## config.mk

```make
export PLATFORM = sky130hd
export DESIGN_NAME = trap_sequencer
export DESIGN_NICKNAME = d
export VERILOG_FILES = /design/src/rtl/trap_sequencer.sv
export SDC_FILE = /design/constraint.sdc
export NUM_CORES = 1
export LEC_CHECK = 0
export BUFFER_PORTS_ARGS = -buffer_cell sky130_fd_sc_hd__buf_2
export CORE_AREA = 2 2 237 239
export DETAILED_ROUTE_END_ITERATION = 10
export DIE_AREA = 0 0 239 241
export PLACE_DENSITY = 0.4
export SYNTH_ARGS = -nofsm -noshare
export SYNTH_HDL_FRONTEND = slang
export SYNTH_SLANG_ARGS = --single-unit
```

## constraint.sdc

```tcl
create_clock -name i_clk -period 1.7 [get_ports i_clk]
set_input_delay 0.085 -clock i_clk [delete_from_list [all_inputs] [get_ports i_clk]]
set_output_delay 0.085 -clock i_clk [all_outputs]
set_load 0.05 [all_outputs]
```

## src/rtl/trap_sequencer.sv

```systemverilog
`ifndef XLEN_64b
`define XLEN_64b 2
`endif
// Trap/mret sequencer: arbitrates pipeline exception reports and mret, latches the
// winning trap for the CSR file, and walks the pipeline through flush and PC redirect.
module trap_sequencer #(
   parameter int XLEN         = `XLEN_64b,
   parameter int FLUSH_CYCLES = 2,
   localparam int W           = 1 << (XLEN + 4)
) (
   input  logic         i_clk,
   input  logic         i_rst,
   input  logic         i_clk_en,
   input  logic         i_exc_valid_f_d,
   input  logic [3:0]   i_exc_code_f_d,
   input  logic [W-1:0] i_exc_pc_f_d,
   input  logic         i_exc_valid_e_m,
   input  logic [3:0]   i_exc_code_e_m,
   input  logic [W-1:0] i_exc_pc_e_m,
   input  logic [W-1:0] i_exc_addr_e_m,
   input  logic         i_mret_d,
   input  logic [W-1:0] i_mtvec,
   input  logic [W-1:0] i_mepc,
   output logic         o_exc_valid_f_d_ff,
   output logic [3:0]   o_exception_code_f_d_ff,
   output logic [W-1:0] o_exception_pc_f_d_ff,
   output logic         o_exc_valid_e_m_ff,
   output logic [3:0]   o_exception_code_e_m_ff,
   output logic [W-1:0] o_exception_pc_e_m_ff,
   output logic [W-1:0] o_exception_addr_e_m_ff,
   output logic         o_mret_e,
   output logic         o_flush,
   output logic         o_stall_pc,
   output logic         o_pc_redirect,
   output logic [W-1:0] o_redirect_target,
   output logic         o_busy
);

   typedef enum logic [1:0] {
      IDLE          = 2'd0,
      TRAP_FLUSH    = 2'd1,
      TRAP_REDIRECT = 2'd2,
      MRET_REDIRECT = 2'd3
   } state_t;

   localparam logic [3:0]   CNT_LAST  = 4'(FLUSH_CYCLES - 1);
   localparam logic [W-1:0] BASE_MASK = {{(W-2){1'b1}}, 2'b00};

   state_t     state, state_nx;
   logic [3:0] cnt, cnt_nx;
   logic       take_em, take_fd;

   // Requests are only looked at in IDLE; anything seen later belongs to a squashed instruction.
   always_comb begin
      state_nx = state;
      cnt_nx   = cnt;
      take_em  = 1'b0;
      take_fd  = 1'b0;
      case (state)
         IDLE: begin
            cnt_nx = 4'd0;
            if (i_exc_valid_e_m) begin
               take_em  = 1'b1;
               state_nx = TRAP_FLUSH;
            end else if (i_exc_valid_f_d) begin
               take_fd  = 1'b1;
               state_nx = TRAP_FLUSH;
            end else if (i_mret_d) begin
               state_nx = MRET_REDIRECT;
            end
         end
         TRAP_FLUSH: begin
            if (cnt == CNT_LAST) begin
               cnt_nx   = 4'd0;
               state_nx = TRAP_REDIRECT;
            end else begin
               cnt_nx = cnt + 4'd1;
            end
         end
         TRAP_REDIRECT: state_nx = IDLE;
         MRET_REDIRECT: state_nx = IDLE;
         default:       state_nx = IDLE;
      endcase
   end

   always_ff @(posedge i_clk) begin
      if (!i_rst) begin
         state                   <= IDLE;
         cnt                     <= 4'd0;
         o_exc_valid_f_d_ff      <= 1'b0;
         o_exception_code_f_d_ff <= 4'd0;
         o_exception_pc_f_d_ff   <= '0;
         o_exc_valid_e_m_ff      <= 1'b0;
         o_exception_code_e_m_ff <= 4'd0;
         o_exception_pc_e_m_ff   <= '0;
         o_exception_addr_e_m_ff <= '0;
      end else if (i_clk_en) begin
         state              <= state_nx;
         cnt                <= cnt_nx;
         o_exc_valid_e_m_ff <= take_em;
         o_exc_valid_f_d_ff <= take_fd;
         if (take_em) begin
            o_exception_code_e_m_ff <= i_exc_code_e_m;
            o_exception_pc_e_m_ff   <= i_exc_pc_e_m;
            o_exception_addr_e_m_ff <= i_exc_addr_e_m;
         end
         if (take_fd) begin
            o_exception_code_f_d_ff <= i_exc_code_f_d;
            o_exception_pc_f_d_ff   <= i_exc_pc_f_d;
         end
      end
   end

   // Moore decode; targets stay live so a CSR write in the trap cycle is honoured.
   always_comb begin
      o_busy            = (state != IDLE);
      o_flush           = (state != IDLE);
      o_stall_pc        = (state == TRAP_FLUSH);
      o_pc_redirect     = (state == TRAP_REDIRECT) || (state == MRET_REDIRECT);
      o_mret_e          = (state == MRET_REDIRECT);
      o_redirect_target = '0;
      if (state == TRAP_REDIRECT) o_redirect_target = i_mtvec & BASE_MASK;
      if (state == MRET_REDIRECT) o_redirect_target = i_mepc;
   end

endmodule

```

==> qor.yml, run 1 <==
worstPathMaxFanout: 7
htree_levels: 1
rsz0062_at_grt: "yes"
synth_top_family_by_area: "simple AND/OR/NAND/NOR gates"
initial_core_util_pct: 16.27
cts_root_buffer: "clkbuf_16"
hp-class: "in2reg"
synthArstFlopShare_pct: 0
path_cells: "buf_12 > buf_16 > mux2i_2 > nor2b_1 > buf_4"
clock_skew_ns: 0.01630
grt_pass1_vias: 10330
cts_inserted_buffers: 26
setup_tns_ns: -8.509
max_freq_mhz: 515.1
yosysUniqueCellTypes: 36
vias: 10470
grt-busiest-layer: "met2"
syn-cell-area_um2: 8930
clockBufferDepth: 3
tightestPinTransition_ns: 0.3906
clock_sinks: 208
finalHoldViolations: 0
placed_area_um2: 12910
yosysSeqAreaShare_pct: 46.63
syn_inst: 1076
rows: 86
cpMaxStageDelayCell: "dfxtp_4"
worstSkewPairLatency_ns: 0.54
gp_congestion: 0.7476
fin_cells: 2608
place_ws_ns: 0.1059
wl_per_cell_um: 15.67
hold_ws_ns: 0.05211
maxCapViolCount: 0
drive_above_1_share_pct: 40.55
ys_warn_count: 0
slowest_delay_ns: 0.42
avgSynthCellArea_um2: 8.299
grt-ovfl-total: 0
arrival_ns: 1.86
cts.clk_slew.worst_paths_ns: 0.06
power_mw: 14.46
first_iter_violations: 310
antenna_found_initial: 2
fin_crit_sh_pct: 114.2
drt_wl_total_um: 40870
gr-usage-all-layers_pct: 12.56
final.setup.worst_slack_ns: -0.2415
dp.cells: 2325
synthSimpleGateAreaFrac_pct: 25.12
maxSlewViolCount: 0
dieWidth_um: 239
dr.pass1.iters: 4
start_kind: "flip-flop"
critPathKind: "reg2out"
power_density_nw_per_um2: 842.3
via_per_inst: 4.016
final_area_um2: 17160
vdd_drop_max_uv: 570.2
worst_setup_path_end_kind: "output port"
violations: "negative setup slack"
area_delta_synth_final_pct: 92.18
synth_seq_cells: 208
status: "finished, violations left"
die_h_um: 241
portBuffers: 602
met1_usage_pct: 12.83
grt_pass1_wl_um: 57090
synthAdderAreaFrac_pct: 0.2802
fin_nets: 2221
synth_ff_type: "dfxtp_1"
power.leakage_nw: 7.645
pin_count: 605
setup_viol: 65
synth-xor-area-share_pct: 0
grt_max_degree: 97
n_antenna_cell: 0
grt_use_met2_pct: 23.35
synth-compound-area-share_pct: 8.183
hpwl_um: 27720
fin_crit_ns: 1.941
syn_nets: 1412
cts_tree: "built"
ant_nets: 0
synthMuxAreaShare_pct: 14.57
fin_util_pct: 31.27
drc_errors: 0
slew_headroom_pct: 73.85
met3_usage_pct: 3.626
dieArea_um2: 57600
coreArea_um2: 54880
crit_required_ns: 1.62
synth-edff-count: 0
==> where the power goes <==
part           internal, mW  switching, mW  total (mW)
Clock                  3.42           2.18        5.60
Sequential             5.10          0.121        5.22
Combinational          1.54           2.09        3.63
Total                  10.1           4.39        14.5
==> repair_timing <==
item                       4_1_cts  5_1_grt
hold endpoints to repair       204        0
resized for setup              177       46
setup endpoints to repair       68      116
hold buffers                   205        0
cloned                           8        6
buffers inserted                 8       11
pin swaps                        1        2
==> final cells by class <==
type,count,area [µm²]
fillers,5773,37720
repair buffers,882,6601
multi-input cells,764,4622
flip-flops and latches,208,4172
well taps,704,880.8
clock buffers,40,773.2
clock inverters,7,101.3
inverters,3,11.26
==> critical path, delay by kind of cell (launching register included) <==
kind	cells	cell delay, ns
buf+inv	3	0.51
flops	1	0.42
mux	1	0.27
simple gates	1	0.10
==> routing by layer <==
metal / wire [µm] / up-vias
li1: - / 5232
met1: 15170 / 4729
met2: 20540 / 418
met3: 3106 / 90
met4: 2018 / 4
met5: 31 / -
==> cell usage after synthesis (all sizes together) (2+ instances only) <==
cell,count,area (µm²)
nor4b,2,23.77
o21a,2,15.01
buf,29,183.9
nand3,135,675.7
mux2i,130,1301
nand2,269,1010
dfxtp,208,4164
ha,2,25.02
o21ai,134,670.7
nor3b,2,15.01
nand2b,3,18.77
nor3,2,10.01
nor2b,65,406.6
clkbuf,72,270.3
and2,2,12.51
and3,2,12.51
inv,3,11.26
nand3b,2,15.01
==> cell usage in the layout, fill, tap and decap left out, types with 15 or more instances in the layout <==
master         count
mux2i_1          107
dfxtp_1          206
buf_2            534
mux2i_4           15
dlygate4sd3_1    205
clkbuf_16         32
o21ai_0           66
nand2_1          269
buf_6             66
nand3_1          135
buf_12            18
buf_4             37
nor2b_1           46
o21ai_1           68
nor2b_2           17
==> worst paths after layout <==
kind                                  start                         to  slack [ns]  cells past startpoint
setup reg to reg                   state[1]  o_exception_pc_f_d_ff[12]        0.08                      5
hold / removal              i_exc_valid_e_m                   state[1]        0.05                      4
setup / recovery                   state[0]      o_redirect_target[53]       -0.24                      5
hold reg to reg   o_exception_pc_e_m_ff[62]  o_exception_pc_e_m_ff[62]        0.44                      2
==> cells by family (layout without fill, tap and decap cells) <==
kind of cell,after synthesis,in the layout
and+or+nand+nor,490,490
DFF,208,208
AOI/OAI and AO/OA,142,142
muxes,130,130
buffers and inverters,104,932
adders and majority gates,2,2
==> sequential cells by signal (all words and copies together), names as in the netlist <==
signal / flops
o_exc_valid_f_d_ff: 1
cnt: 4
o_exc_valid_e_m_ff: 1
o_exception_addr_e_m_ff: 64
o_exception_pc_f_d_ff: 64
o_exception_code_f_d_ff: 4
state: 2
o_exception_pc_e_m_ff: 64
o_exception_code_e_m_ff: 4
(Power assumes the default switching activity.)
==> inputs of run 2 (changes only) <==
--- a/config.mk
+++ b/config.mk
@@ -6,10 +6,10 @@
 export NUM_CORES = 1
 export LEC_CHECK = 0
 export BUFFER_PORTS_ARGS = -buffer_cell sky130_fd_sc_hd__buf_2
-export CORE_AREA = 2 2 237 239
+export CORE_AREA = 2 2 236 238
 export DETAILED_ROUTE_END_ITERATION = 10
-export DIE_AREA = 0 0 239 241
-export PLACE_DENSITY = 0.4
+export DIE_AREA = 0 0 238 240
+export PLACE_DENSITY = 0.41
 export SYNTH_ARGS = -nofsm -noshare
 export SYNTH_HDL_FRONTEND = slang
 export SYNTH_SLANG_ARGS = --single-unit
==> constraint.sdc (replaced) <==
create_clock -name i_clk -period 2.45 [get_ports i_clk]
set_input_delay 0.1225 -clock i_clk [delete_from_list [all_inputs] [get_ports i_clk]]
set_output_delay 0.1225 -clock i_clk [all_outputs]
set_load 0.05 [all_outputs]
==> run 2 against run 1 <==
Against the previous run: critical path depth is 1 lower; routed wire length is 9.0% lower; via count down 3.6%; register-to-register slack better by 0.58 ns; combinational power decreased by 42%; utilization fell by 2.8 points; the run now ends clean; largest power group unchanged; clock-buffer cell count increased by 1; cell area is 9.4% lower; die area down 0.83%; first-iteration DRC count grew 20%; clock skew down 0.0039 ns; total power is 34% lower.
==> qor.yml, run 2 (synthesized netlist as in run 1, its figures left out) <==
status: "completed"
hp-class: "in2reg"
cp-endpoint: "o_redirect_target[4]"
final_area_um2: 15550
dieWidth_um: 238
die_h_um: 240
fin_cells: 2557
final_common_cell: "buf_2"
fin_nets: 2171
power.leakage_nw: 7.163
clock_skew_ns: 0.01242
worst_setup_path_end_kind: "output port"
rows: 86
antenna_found_initial: 0
grt-ovfl-total: 0
top_regs: "o_exception_addr_e_m_ff x64, o_exception_pc_e_m_ff x64, o_exception_pc_f_d_ff x64"
setup_viol: 0
cp_top_family: "multiplexers"
worstPathMaxFanout: 53
hpwl_um: 27480
fin_crit_sh_pct: 93.47
mostFrequentLayoutCells: "buf_2, nand2_1, dfxtp_1"
drc_errors: 0
coreArea_um2: 54660
final.setup.worst_slack_ns: 0.1600
maxCapViolCount: 0
gp_congestion: 0.9330
crit_required_ns: 2.33
r2r_end: "o_exception_pc_f_d_ff[43]"
fin_crit_ns: 2.290
multi_input_area_um2: 4317
pin_count: 605
via_per_inst: 3.947
first_iter_violations: 372
grt_max_degree: 92
top_layer: "met4"
drive_above_1_share_pct: 36.23
vdd_drop_max_uv: 449.8
worstSkewPairLatency_ns: 0.55
clock_sinks: 208
portBuffers: 602
cts.clk_slew.worst_paths_ns: 0.06
initial_core_util_pct: 16.34
dieArea_um2: 57120
setup_tns_ns: 0
rsz0062_at_grt: "no"
fillerInstances: 5846
htree_levels: 1
grt_pass1_vias: 9986
r2r_cells: 4
cpMaxStageDelayCell: "mux2i_1"
place_ws_ns: 0.6601
drt_wl_total_um: 37190
cts_root_buffer: "clkbuf_16"
gr-usage-all-layers_pct: 12.21
slowest_delay_ns: 0.56
ant_nets: 0
r2r_start: "state[0]"
power_density_nw_per_um2: 609.7
arrival_ns: 2.17
drt-met1-wl_um: 15980
critPathKind: "reg2out"
met2_length_um: 17090
area_delta_synth_final_pct: 74.09
vias: 10090
cts_tree: "built"
cts_inserted_buffers: 26
worstSetupPathDepth: 4
start_kind: "flip-flop"
startpoint: "state[0]"
path_cells: "buf_12 > mux2i_1 > nor2b_1 > buf_2"
finalHoldViolations: 0
seqCellArea_um2: 4168
max_freq_mhz: 436.7
rrSetupSlack_ns: 0.66
route.met3.wl_um: 3276
wl_per_cell_um: 14.55
slew_headroom_pct: 57.44
crit_buf_inv: 2
tightestPinTransition_ns: 0.6384
dr.pass1.iters: 7
maxSlewViolCount: 0
grt_pass1_wl_um: 55550
placed_area_um2: 12690
clockBufferDepth: 3
dp.cells: 2309
## run 2: worst min-delay path by stage
stage | slack (ns) | start | end | cells past startpoint
6_report | 0.05 | i_rst | o_exception_addr_e_m_ff[4] | 3
5_1_grt | 0.07 | i_rst | o_exception_addr_e_m_ff[3] | 3
4_1_cts | 0.03 | i_exc_valid_f_d | state[0] | 4
3_5_place_dp | 0.34 | i_exc_addr_e_m[43] | o_exception_addr_e_m_ff[43] | 3
3_3_place_gp | 0.34 | i_exc_addr_e_m[29] | o_exception_addr_e_m_ff[29] | 3
2_1_floorplan | 0.25 | i_exc_addr_e_m[0] | o_exception_addr_e_m_ff[0] | 2
## run 2: timing repair
action	in CTS	in global routing
hold endpoints to repair	204	0
setup endpoints to repair	0	1
resized for setup	0	1
setup buffers	0	0
hold buffers	202	0
## run 2: area by class of cell
type	count	share of cell area, %
Antenna cell	1	0.01610
Clock buffer	41	4.942
Clock inverter	4	0.3622
Inverter	3	0.07243
Multi-Input combinational cell	764	27.77
Sequential cell	208	26.81
Tap cell	704	5.666
Timing Repair Buffer	832	34.37
## run 2: metal layers
metal  GRT usage, %  vias to the layer above
li1               -                     5117
met1          15.13                     4582
met2          20.59                      347
met3          3.800                       46
met4          3.011                        0
met5              0                        -
## run 2: stage by stage
stage	hold slack [ns]	utilization, %	power (mW)
after floorplan	0.2529	-	4.890
after global routing	0.07473	28.44	9.929
after CTS	0.02545	28.43	9.651
final	0.04714	28.44	9.478
after global placement	0.3374	23.22	5.522
after detailed placement	0.3411	23.22	5.538
## run 2: report_power, final
part | switching, mW | total, mW | internal (mW)
Sequential | 0.0765 | 3.62 | 3.54
Combinational | 1.31 | 2.10 | 0.785
Clock | 1.52 | 3.76 | 2.24
## run 2: worst reg2reg max path: stages, from the launching register on
cell     delay (ns)
dfxtp_4        0.35
buf_4          0.23
nor4b_4        0.36
buf_12         0.42
mux2i_1        0.35
==> inputs of run 3 (changes only) <==
--- a/config.mk
+++ b/config.mk
@@ -6,10 +6,11 @@
 export NUM_CORES = 1
 export LEC_CHECK = 0
 export BUFFER_PORTS_ARGS = -buffer_cell sky130_fd_sc_hd__buf_2
-export CORE_AREA = 2 2 236 238
+export CORE_AREA = 2 2 237 239
+export CTS_CLUSTER_DIAMETER = 40
 export DETAILED_ROUTE_END_ITERATION = 10
-export DIE_AREA = 0 0 238 240
-export PLACE_DENSITY = 0.41
+export DIE_AREA = 0 0 239 241
+export PLACE_DENSITY = 0.4
 export SYNTH_ARGS = -nofsm -noshare
 export SYNTH_HDL_FRONTEND = slang
 export SYNTH_SLANG_ARGS = --single-unit
==> constraint.sdc (replaced) <==
create_clock -name i_clk -period 2.5 [get_ports i_clk]
set_input_delay 0.125 -clock i_clk [delete_from_list [all_inputs] [get_ports i_clk]]
set_output_delay 0.125 -clock i_clk [all_outputs]
set_load 0.05 [all_outputs]
==> run 3 against run 2 <==
Against the previous run: sequential power shrank 1%; critical path depth is the same; sequential share of layout area shrank 1.4 points; clock power grew 67%; final cell count grew 1.7%; cell area grew 5.4%; via count grew 1.2%; worst hold slack lost 0.0057 ns; non-clock buffer count grew 4; critical path type unchanged; largest power group unchanged.
==> qor.yml, run 3 (synthesized netlist as in run 1, its figures left out) <==
status: "completed"
drive_above_1_share_pct: 37.96
crit_required_ns: 2.38
r2r_cells: 5
coreArea_um2: 54880
clock_sinks: 208
via_per_inst: 3.927
power_density_nw_per_um2: 726.2
cts_tree: "built"
tightestPinTransition_ns: 0.5899
mostFrequentLayoutCells: "buf_2, nand2_1, dfxtp_1"
cpMaxStageDelayCell: "dfxtp_4"
hp-class: "in2reg"
start_kind: "flip-flop"
vias: 10210
clock_skew_ns: 0.02107
maxSlewViolCount: 0
fin_crit_ns: 2.378
rrSetupSlack_ns: 0.71
drc_errors: 0
dieWidth_um: 239
arrival_ns: 2.25
worst_setup_path_end_kind: "output port"
antenna_found_initial: 3
vdd_drop_max_uv: 391.3
startpoint: "state[0]"
fillerInstances: 5867
slew_headroom_pct: 59.55
htree_levels: 2
r2r_start: "state[0]"
dieArea_um2: 57600
maxCapViolCount: 0
r2r_end: "o_exception_pc_e_m_ff[38]"
gp_congestion: 0.8566
cts_root_buffer: "clkbuf_16"
power.leakage_nw: 7.564
setup_viol: 0
rsz0062_at_grt: "no"
top_regs: "o_exception_addr_e_m_ff x64, o_exception_pc_e_m_ff x64, o_exception_pc_f_d_ff x64"
final_common_cell: "buf_2"
fin_crit_sh_pct: 95.13
cts.clk_slew.worst_paths_ns: 0.04
slowest_delay_ns: 0.65
min_from: "i_exc_valid_f_d"
hold_depth: 4
grt_pass1_vias: 10160
rows: 86
pin_count: 605
portBuffers: 602
dp.cells: 2312
fin_cells: 2600
whs_endpoint: "state[1]"
worstPathMaxFanout: 29
ant_nets: 0
drt_wl_total_um: 38730
dr.pass1.iters: 5
clockBufferDepth: 3
worstSkewPairLatency_ns: 0.56
max_freq_mhz: 420.5
fin_nets: 2194
critPathKind: "reg2out"
cts_inserted_buffers: 45
area_delta_synth_final_pct: 83.49
grt_pass1_wl_um: 57570
die_h_um: 241
grt_max_degree: 89
wl_per_cell_um: 14.89
first_iter_violations: 324
setup_tns_ns: 0
initial_core_util_pct: 16.27
grt-ovfl-total: 0
hpwl_um: 28360
finalHoldViolations: 0
gr-usage-all-layers_pct: 12.80
path_cells: "buf_4 > mux2i_1 > nor2b_1 > buf_2"
## run 3: cell types whose count changed in the layout (fill, tap and decap cells not counted), moves of 2 or more
cell	before	now
clkbuf_1	10	2
clkinv_4	0	2
inv_6	0	8
bufinv_16	1	6
clkinvlp_4	0	6
clkbuf_16	27	46
clkinv_2	2	5
buf_12	7	9
## run 3: layout make-up
type                    instances  area [µm²]  share of cell area [%]
clock buffers                  53        1227                   7.491
multi-input cells             764        4313                   26.32
inverters                       3       11.26                 0.06872
diodes                          2       5.005                 0.03054
flip-flops and latches        208        4168                   25.44
well taps                     704       880.8                   5.376
repair buffers                836        5400                   32.96
clock inverters                30       380.4                   2.321
## run 3: layer usage
metal,GRT usage (%),up-vias,routed length [µm],part of all wire [%]
met3,5.810,56,3816,9.9
met2,20.78,360,17820,46
met1,15.12,4612,16310,42
met4,3.788,0,787,2.0
li1,-,5183,-,-
met5,0,-,0,0
## run 3: what timing repair did
| action | in CTS | in global routing |
|---|---|---|
| gates resized for setup | 0 | 0 |
| hold endpoints to repair | 204 | 0 |
| setup buffers | 0 | 0 |
| hold buffers | 203 | 0 |
## run 3: worst max-delay path by stage
| stage | slack, ns | depth (start not counted) | to |
|---|---|---|---|
| floorplan | 0.70 | 4 | o_redirect_target[2] |
| global placement | 0.71 | 4 | o_redirect_target[46] |
| detailed placement | 0.71 | 4 | o_redirect_target[46] |
| CTS | 0.10 | 4 | o_redirect_target[46] |
| global route | 0.03 | 4 | o_redirect_target[46] |
| finish | 0.12 | 4 | o_redirect_target[46] |
## run 3: power by group
part           internal (mW)  total [mW]  switching, mW
logic                  0.782        2.05           1.27
registers               3.48        3.58         0.0993
clock network           4.18        6.27           2.09
## run 3: stage by stage
| stage | power (mW) | instance area [µm²] | utilization [%] | hold slack (ns) | setup WS, ns |
|---|---|---|---|---|---|
| final | 11.90 | 16390 | 29.86 | 0.04143 | 0.1217 |
| after global routing | 12.43 | 16390 | 29.86 | 0.04965 | 0.03155 |
| after detailed placement | 5.445 | 12740 | 23.22 | 0.3469 | 0.7092 |
| after global placement | 5.434 | 12740 | 23.22 | 0.3386 | 0.7106 |
| after CTS | 12.11 | 16380 | 29.85 | 0.003957 | 0.1026 |
| after floorplan | 4.792 | 8930 | - | 0.2554 | 0.7004 |
## run 3: worst max-delay path, delay by kind of cell (launching register included)
| family | cells | cell delay (ns) |
|---|---|---|
| muxes | 1 | 0.37 |
| DFF | 1 | 0.65 |
| buffers and inverters | 2 | 0.59 |
| and+or+nand+nor | 1 | 0.08 |
